[config.mk]
export PLATFORM = sky130hd
export DESIGN_NAME = param_loader
export DESIGN_NICKNAME = d
export VERILOG_FILES = /design/src/rtl/gpu_param_pkg.sv /design/src/rtl/param_bank.sv /design/src/rtl/param_loader.sv
export SDC_FILE = /design/constraint.sdc
export NUM_CORES = 2
export LEC_CHECK = 0
export ABC_CLOCK_PERIOD_IN_PS = 9200
export CAP_MARGIN = 25
export CORE_ASPECT_RATIO = 1.4
export CORE_UTILIZATION = 48
export DETAILED_ROUTE_END_ITERATION = 10
export PLACE_DENSITY_LB_ADDON = 0.1
export SLEW_MARGIN = 20
export SYNTH_ARGS = -nofsm -noshare
export SYNTH_HDL_FRONTEND = slang
export SYNTH_SLANG_ARGS = --single-unit
[constraint.sdc]
create_clock -name clk -period 9.2 [get_ports clk]
set_input_delay 2.76 -clock clk [delete_from_list [all_inputs] [get_ports clk]]
set_output_delay 2.76 -clock clk [all_outputs]
set_load 0.1 [all_outputs]
[src/rtl/gpu_param_pkg.sv]
// Shared defaults and FSM state encoding for the parameter loader.
package gpu_param_pkg;

  localparam int unsigned NumBytesDefault      = 55;
  localparam int unsigned TimeoutCyclesDefault = 65535;

  typedef enum logic [1:0] {
    StIdle,
    StLoad,
    StPending
  } state_e;

endpackage

[src/rtl/param_bank.sv]
// Double-buffered parameter storage: shadow bank written byte-wise, active bank
// updated wholesale on commit and read combinationally by the renderer.
module param_bank
  import gpu_param_pkg::*;
#(
  parameter int unsigned NumBytes = NumBytesDefault
) (
  input  logic       clk,
  input  logic       rst_n,
  input  logic       i_wr_en,
  input  logic [5:0] i_wr_addr,
  input  logic [7:0] i_wr_data,
  input  logic       i_commit,
  input  logic [5:0] i_rd_addr,
  output logic [7:0] o_rd_data
);

  localparam int unsigned AddrW     = (NumBytes > 1) ? $clog2(NumBytes) : 1;
  localparam logic [6:0]  NumBytesW = 7'(NumBytes);

  logic [7:0] r_shadow [NumBytes];
  logic [7:0] r_active [NumBytes];

  // Commit samples pre-edge shadow, so a same-cycle write lands in the next frame.
  always_ff @(posedge clk or negedge rst_n) begin
    if (!rst_n) begin
      for (int i = 0; i < NumBytes; i++) begin
        r_shadow[i] <= '0;
        r_active[i] <= '0;
      end
    end else begin
      if (i_commit) begin
        for (int i = 0; i < NumBytes; i++) begin
          r_active[i] <= r_shadow[i];
        end
      end
      if (i_wr_en) begin
        r_shadow[i_wr_addr[AddrW-1:0]] <= i_wr_data;
      end
    end
  end

  always_comb begin
    o_rd_data = 8'h00;
    if ({1'b0, i_rd_addr} < NumBytesW) begin
      o_rd_data = r_active[i_rd_addr[AddrW-1:0]];
    end
  end

endmodule

[src/rtl/param_loader.sv]
// Assembles UART bytes into a parameter frame and commits it to the active bank
// at vertical-blank start, with inter-byte timeout and overrun reporting.
module param_loader
  import gpu_param_pkg::*;
#(
  parameter int unsigned NUM_BYTES      = NumBytesDefault,
  parameter int unsigned TIMEOUT_CYCLES = TimeoutCyclesDefault
) (
  input  logic       clk,
  input  logic       rst_n,
  input  logic       byte_valid,
  input  logic [7:0] byte_data,
  input  logic       frame_start,
  input  logic [5:0] rd_addr,
  output logic [7:0] rd_data,
  output logic [5:0] byte_idx,
  output logic       load_busy,
  output logic       swap_done,
  output logic       err_timeout,
  output logic       err_overrun
);

  localparam logic [5:0]  LastIdx  = 6'(NUM_BYTES - 1);
  localparam logic [15:0] GapLimit = 16'(TIMEOUT_CYCLES - 1);

  state_e      r_state, w_state_next;
  logic [5:0]  r_idx, w_idx_next;
  logic [15:0] r_gap, w_gap_next;
  logic        r_swap_done, w_swap_done_next;
  logic        r_err_timeout, w_err_timeout_next;
  logic        r_err_overrun, w_err_overrun_next;
  logic        w_wr_en, w_commit;
  logic [5:0]  w_wr_addr;

  always_ff @(posedge clk or negedge rst_n) begin
    if (!rst_n) begin
      r_state       <= StIdle;
      r_idx         <= '0;
      r_gap         <= '0;
      r_swap_done   <= 1'b0;
      r_err_timeout <= 1'b0;
      r_err_overrun <= 1'b0;
    end else begin
      r_state       <= w_state_next;
      r_idx         <= w_idx_next;
      r_gap         <= w_gap_next;
      r_swap_done   <= w_swap_done_next;
      r_err_timeout <= w_err_timeout_next;
      r_err_overrun <= w_err_overrun_next;
    end
  end

  always_comb begin
    w_state_next       = r_state;
    w_idx_next         = r_idx;
    w_gap_next         = r_gap;
    w_swap_done_next   = 1'b0;
    w_err_timeout_next = 1'b0;
    w_err_overrun_next = 1'b0;
    w_wr_en            = 1'b0;
    w_wr_addr          = 6'd0;
    w_commit           = 1'b0;
    unique case (r_state)
      StIdle: begin
        if (byte_valid) begin
          w_wr_en      = 1'b1;
          w_idx_next   = 6'd1;
          w_gap_next   = '0;
          w_state_next = StLoad;
        end
      end
      StLoad: begin
        if (byte_valid) begin
          w_wr_en    = 1'b1;
          w_wr_addr  = r_idx;
          w_gap_next = '0;
          if (r_idx == LastIdx) begin
            w_idx_next   = 6'd0;
            w_state_next = StPending;
          end else begin
            w_idx_next = r_idx + 6'd1;
          end
        end else if (r_gap == GapLimit) begin
          w_err_timeout_next = 1'b1;
          w_idx_next         = 6'd0;
          w_gap_next         = '0;
          w_state_next       = StIdle;
        end else begin
          w_gap_next = r_gap + 16'd1;
        end
      end
      StPending: begin
        if (frame_start) begin
          w_commit         = 1'b1;
          w_swap_done_next = 1'b1;
          if (byte_valid) begin
            // Byte arriving with vblank starts the next frame immediately.
            w_wr_en      = 1'b1;
            w_idx_next   = 6'd1;
            w_gap_next   = '0;
            w_state_next = StLoad;
          end else begin
            w_state_next = StIdle;
          end
        end else if (byte_valid) begin
          w_err_overrun_next = 1'b1;
        end
      end
      default: w_state_next = StIdle;
    endcase
  end

  param_bank #(
    .NumBytes(NUM_BYTES)
  ) u_bank (
    .clk      (clk),
    .rst_n    (rst_n),
    .i_wr_en  (w_wr_en),
    .i_wr_addr(w_wr_addr),
    .i_wr_data(byte_data),
    .i_commit (w_commit),
    .i_rd_addr(rd_addr),
    .o_rd_data(rd_data)
  );

  assign byte_idx    = r_idx;
  assign load_busy   = (r_state != StIdle);
  assign swap_done   = r_swap_done;
  assign err_timeout = r_err_timeout;
  assign err_overrun = r_err_overrun;

endmodule

==> impl_metrics.tcl <==
set metrics [dict create \
    setup_ws_ns 0.752 \
    worst_pin_slew_ns 1.25 \
    status "complete, no violations" \
    die_h_um 336 \
    cp_slowest_cell "clkdlybuf4s50_1" \
    rows 122 \
    synth.area.top_cells "dfrtp_1 59%, mux2_2 26%, mux4_2 5.5%" \
    clock_latency_ns 0.66 \
    htree_num_levels 3 \
    io_pins 36 \
    io_buffer_count 35 \
    yosys_register_bits 907 \
    hpwl_mm 57.3 \
    netSwitchingFraction_pct 23.8 \
    path_clk_slew_ns 0.06 \
    slowest_delay_ns 1.00 \
    slew_headroom_pct 16.7 \
    crit_chain "clkdlybuf4s50_1, nand2b_1, nor2_1, a221o_1, a211oi_1, a31oi_1, buf_12" \
    avgViaCountPerCell 5.83 \
    period_needed_ns 8.45 \
    critPathKind "primary input to output port" \
    start_util_pct 48.5 \
    dieWidth_um 241 \
    crit_path_start_kind "primary input" \
    clock_path_buffers 3 \
    cts_hold_buffers 0 \
    power.share.clock_pct 43.0 \
    slew_viol_final 0 \
    grt_pass1_wl_mm 142 \
    arrival_ns 5.69 \
    synth_warnings 0 \
    synth_async_sr_flop_share_pct 100 \
    fp.dieArea_um2 80800 \
    synth.most_common_cell "dfrtp_1" \
    wl_per_cell_um 26.1 \
    clkSinkCount 907 \
    hold_viol 0 \
    fin_setup_tns_ns 0 \
    cts_root_buffer "clkbuf_16" \
    first_pass_iters 5 \
    maxCapViolCount 0 \
    worstPathMaxFanout 16 \
    rsz0062_at_grt "false" \
    finalCritPeriodShare_pct 91.8 \
    dominantRegCellSynth "dfrtp_1" \
    drive_above_1_share_pct 49.6 \
    area_growth_pct 11.3 \
    drcViolationCount 0 \
    seq_area_frac_synth_pct 59.3 \
    p_comb_share_pct 6.7 \
    track_usage_pct 23.9 \
    coreArea_um2 78900 \
    grt_max_degree 178 \
    pwr-share-seq_pct 50.3 \
    antenna_found_initial 2 \
    ys_types 72 \
    netlist_instances 2410 \
    post-route-util_pct 53.9 \
    power.total_mw 8.51 \
    vias 20600 \
    cp-end-kind "output port" \
    numCtsBuffers 88 \
    grt_overflow_total 0 \
    synthesis.area_um2 38200 \
    post-place-ws_ns 0.795 \
    nets 2438 \
    hp-class "flop to flop" \
    vdd_drop_max_uv 157 \
    synth_common_cells "907 x dfrtp_1, 876 x mux2_2, 94 x mux4_2, 65 x buf_2, 60 x clkbuf_1" \
    avgSynthCellArea_um2 15.9 \
    power_density_nw_per_um2 200 \
    syn-num-nets 2432 \
    wirelength_mm 92.5 \
    p_leak_nw 20.8 \
    intPower_mw 6.48 \
    cts_resized 0 \
    fin_worst_skew_ns 0.0322 \
    fmax_ghz 0.118 \
    grt_pass1_vias 22200 \
    p_sw_mw 2.03 \
    synth_top_area_share_pct 59.3 \
    synth_edf_count 0 \
    setup_viol 0 \
    drtIter0Drc 1358 \
    gp_congestion 0.859 \
    cts_tree "done" \
    synth_top_cell_by_area "dfrtp_1" \
    detail-route-antenna-nets 0 \
    postCtsSetupBuffers 0 \
    reg2reg_setup_slack_ns 6.15 \
    required_ns 6.44 \
]
==> power by group through the flow <==
stage                     clock (mW)  combinational (mW)  sequential, mW
after global placement             0               0.563            4.34
after global routing            3.90               0.621            4.31
after floorplan                    0               0.338            4.34
final                           3.65               0.572            4.28
after detailed placement           0               0.580            4.35
after CTS                       3.74               0.580            4.28
==> cell usage in the layout (no fill, tap or decap), types with 15 or more instances in the layout <==
master           Yosys  layout
nand2_1             43      43
clkdlybuf4s50_1      0      15
o21ai_0             22      22
buf_4               13      29
clkbuf_16            0      89
mux2_2             876     876
dfrtp_1            907     907
nor2_1              45      45
mux2i_1             16      16
clkbuf_8             0      25
a21oi_1             18      18
buf_12               2      17
clkinv_2             0      16
mux4_2              94      94
clkbuf_1            60      17
a22oi_1             20      20
nand2_2             16      16
==> routing by layer <==
layer | routed length (um) | part of all wire, % | global-route usage [%]
met3 | 4090 | 4.4 | 4.14
met1 | 37800 | 41 | 30.6
met4 | 3250 | 3.5 | 8.81
met2 | 47300 | 51 | 40.4
met5 | 0 | 0 | 0
==> cell type report <==
type / count / area, um^2
antenna: 1 / 2.50
clock buffer: 130 / 2620
clock inverter: 30 / 314
fill: 6446 / 36300
inverter: 10 / 37.5
multi-input combinational: 1338 / 14800
sequential: 907 / 22700
tap: 1054 / 1320
timing repair buffer: 71 / 822
==> kinds of logic (layout without fill, tap and decap cells) <==
kind of cell	after synthesis	count (layout)	share of synthesized area (%)
AOI/OAI and AO/OA	113	113	2.11
xor gates and xnor gates	11	11	0.252
adders and majority gates	4	4	0.131
buffers and inverters	165	241	2.10
DFF	907	907	59.3
muxes	1005	1005	32.7
other	0	1	0
and+or+nand+nor	205	205	3.32
==> critical path: cells and delay by family <==
kind                   cells  cell delay [ns]
AOI/OAI and AO/OA          3             0.78
buffers and inverters      2             1.25
and+or+nand+nor            2             0.87
==> flip-flops by register name, indices dropped and copies added, names as in the netlist <==
name             cells
u_bank.r_active    440
u_bank.r_shadow    440
r_gap               16
byte_idx             6
r_state              2
err_overrun          1
err_timeout          1
swap_done            1
==> path summary, 6_finish.rpt <==
check	from	to	cells after the start
max	rd_addr[4]	rd_data[4]	7
min	u_bank.r_shadow[66]$_DFFE_PN0P_	u_bank.r_shadow[66]$_DFFE_PN0P_	1
max reg2reg	byte_idx[1]$_DFFE_PN0P_	u_bank.r_shadow[59]$_DFFE_PN0P_	4
min reg2reg	u_bank.r_shadow[66]$_DFFE_PN0P_	u_bank.r_shadow[66]$_DFFE_PN0P_	1
max in group asynchronous	rst_n	u_bank.r_shadow[91]$_DFFE_PN0P_	2
min in group asynchronous	rst_n	u_bank.r_shadow[166]$_DFFE_PN0P_	1
==> metrics by stage <==
step	area [um^2]	hold WS (ns)	std cells
floorplan	38300	0.450	2410
global placement	39600	0.462	3378
detailed placement	39600	0.473	3378
CTS	42500	0.480	3538
global route	42600	0.495	3540
finish	42600	0.482	3541
(Power assumes the default switching activity.)
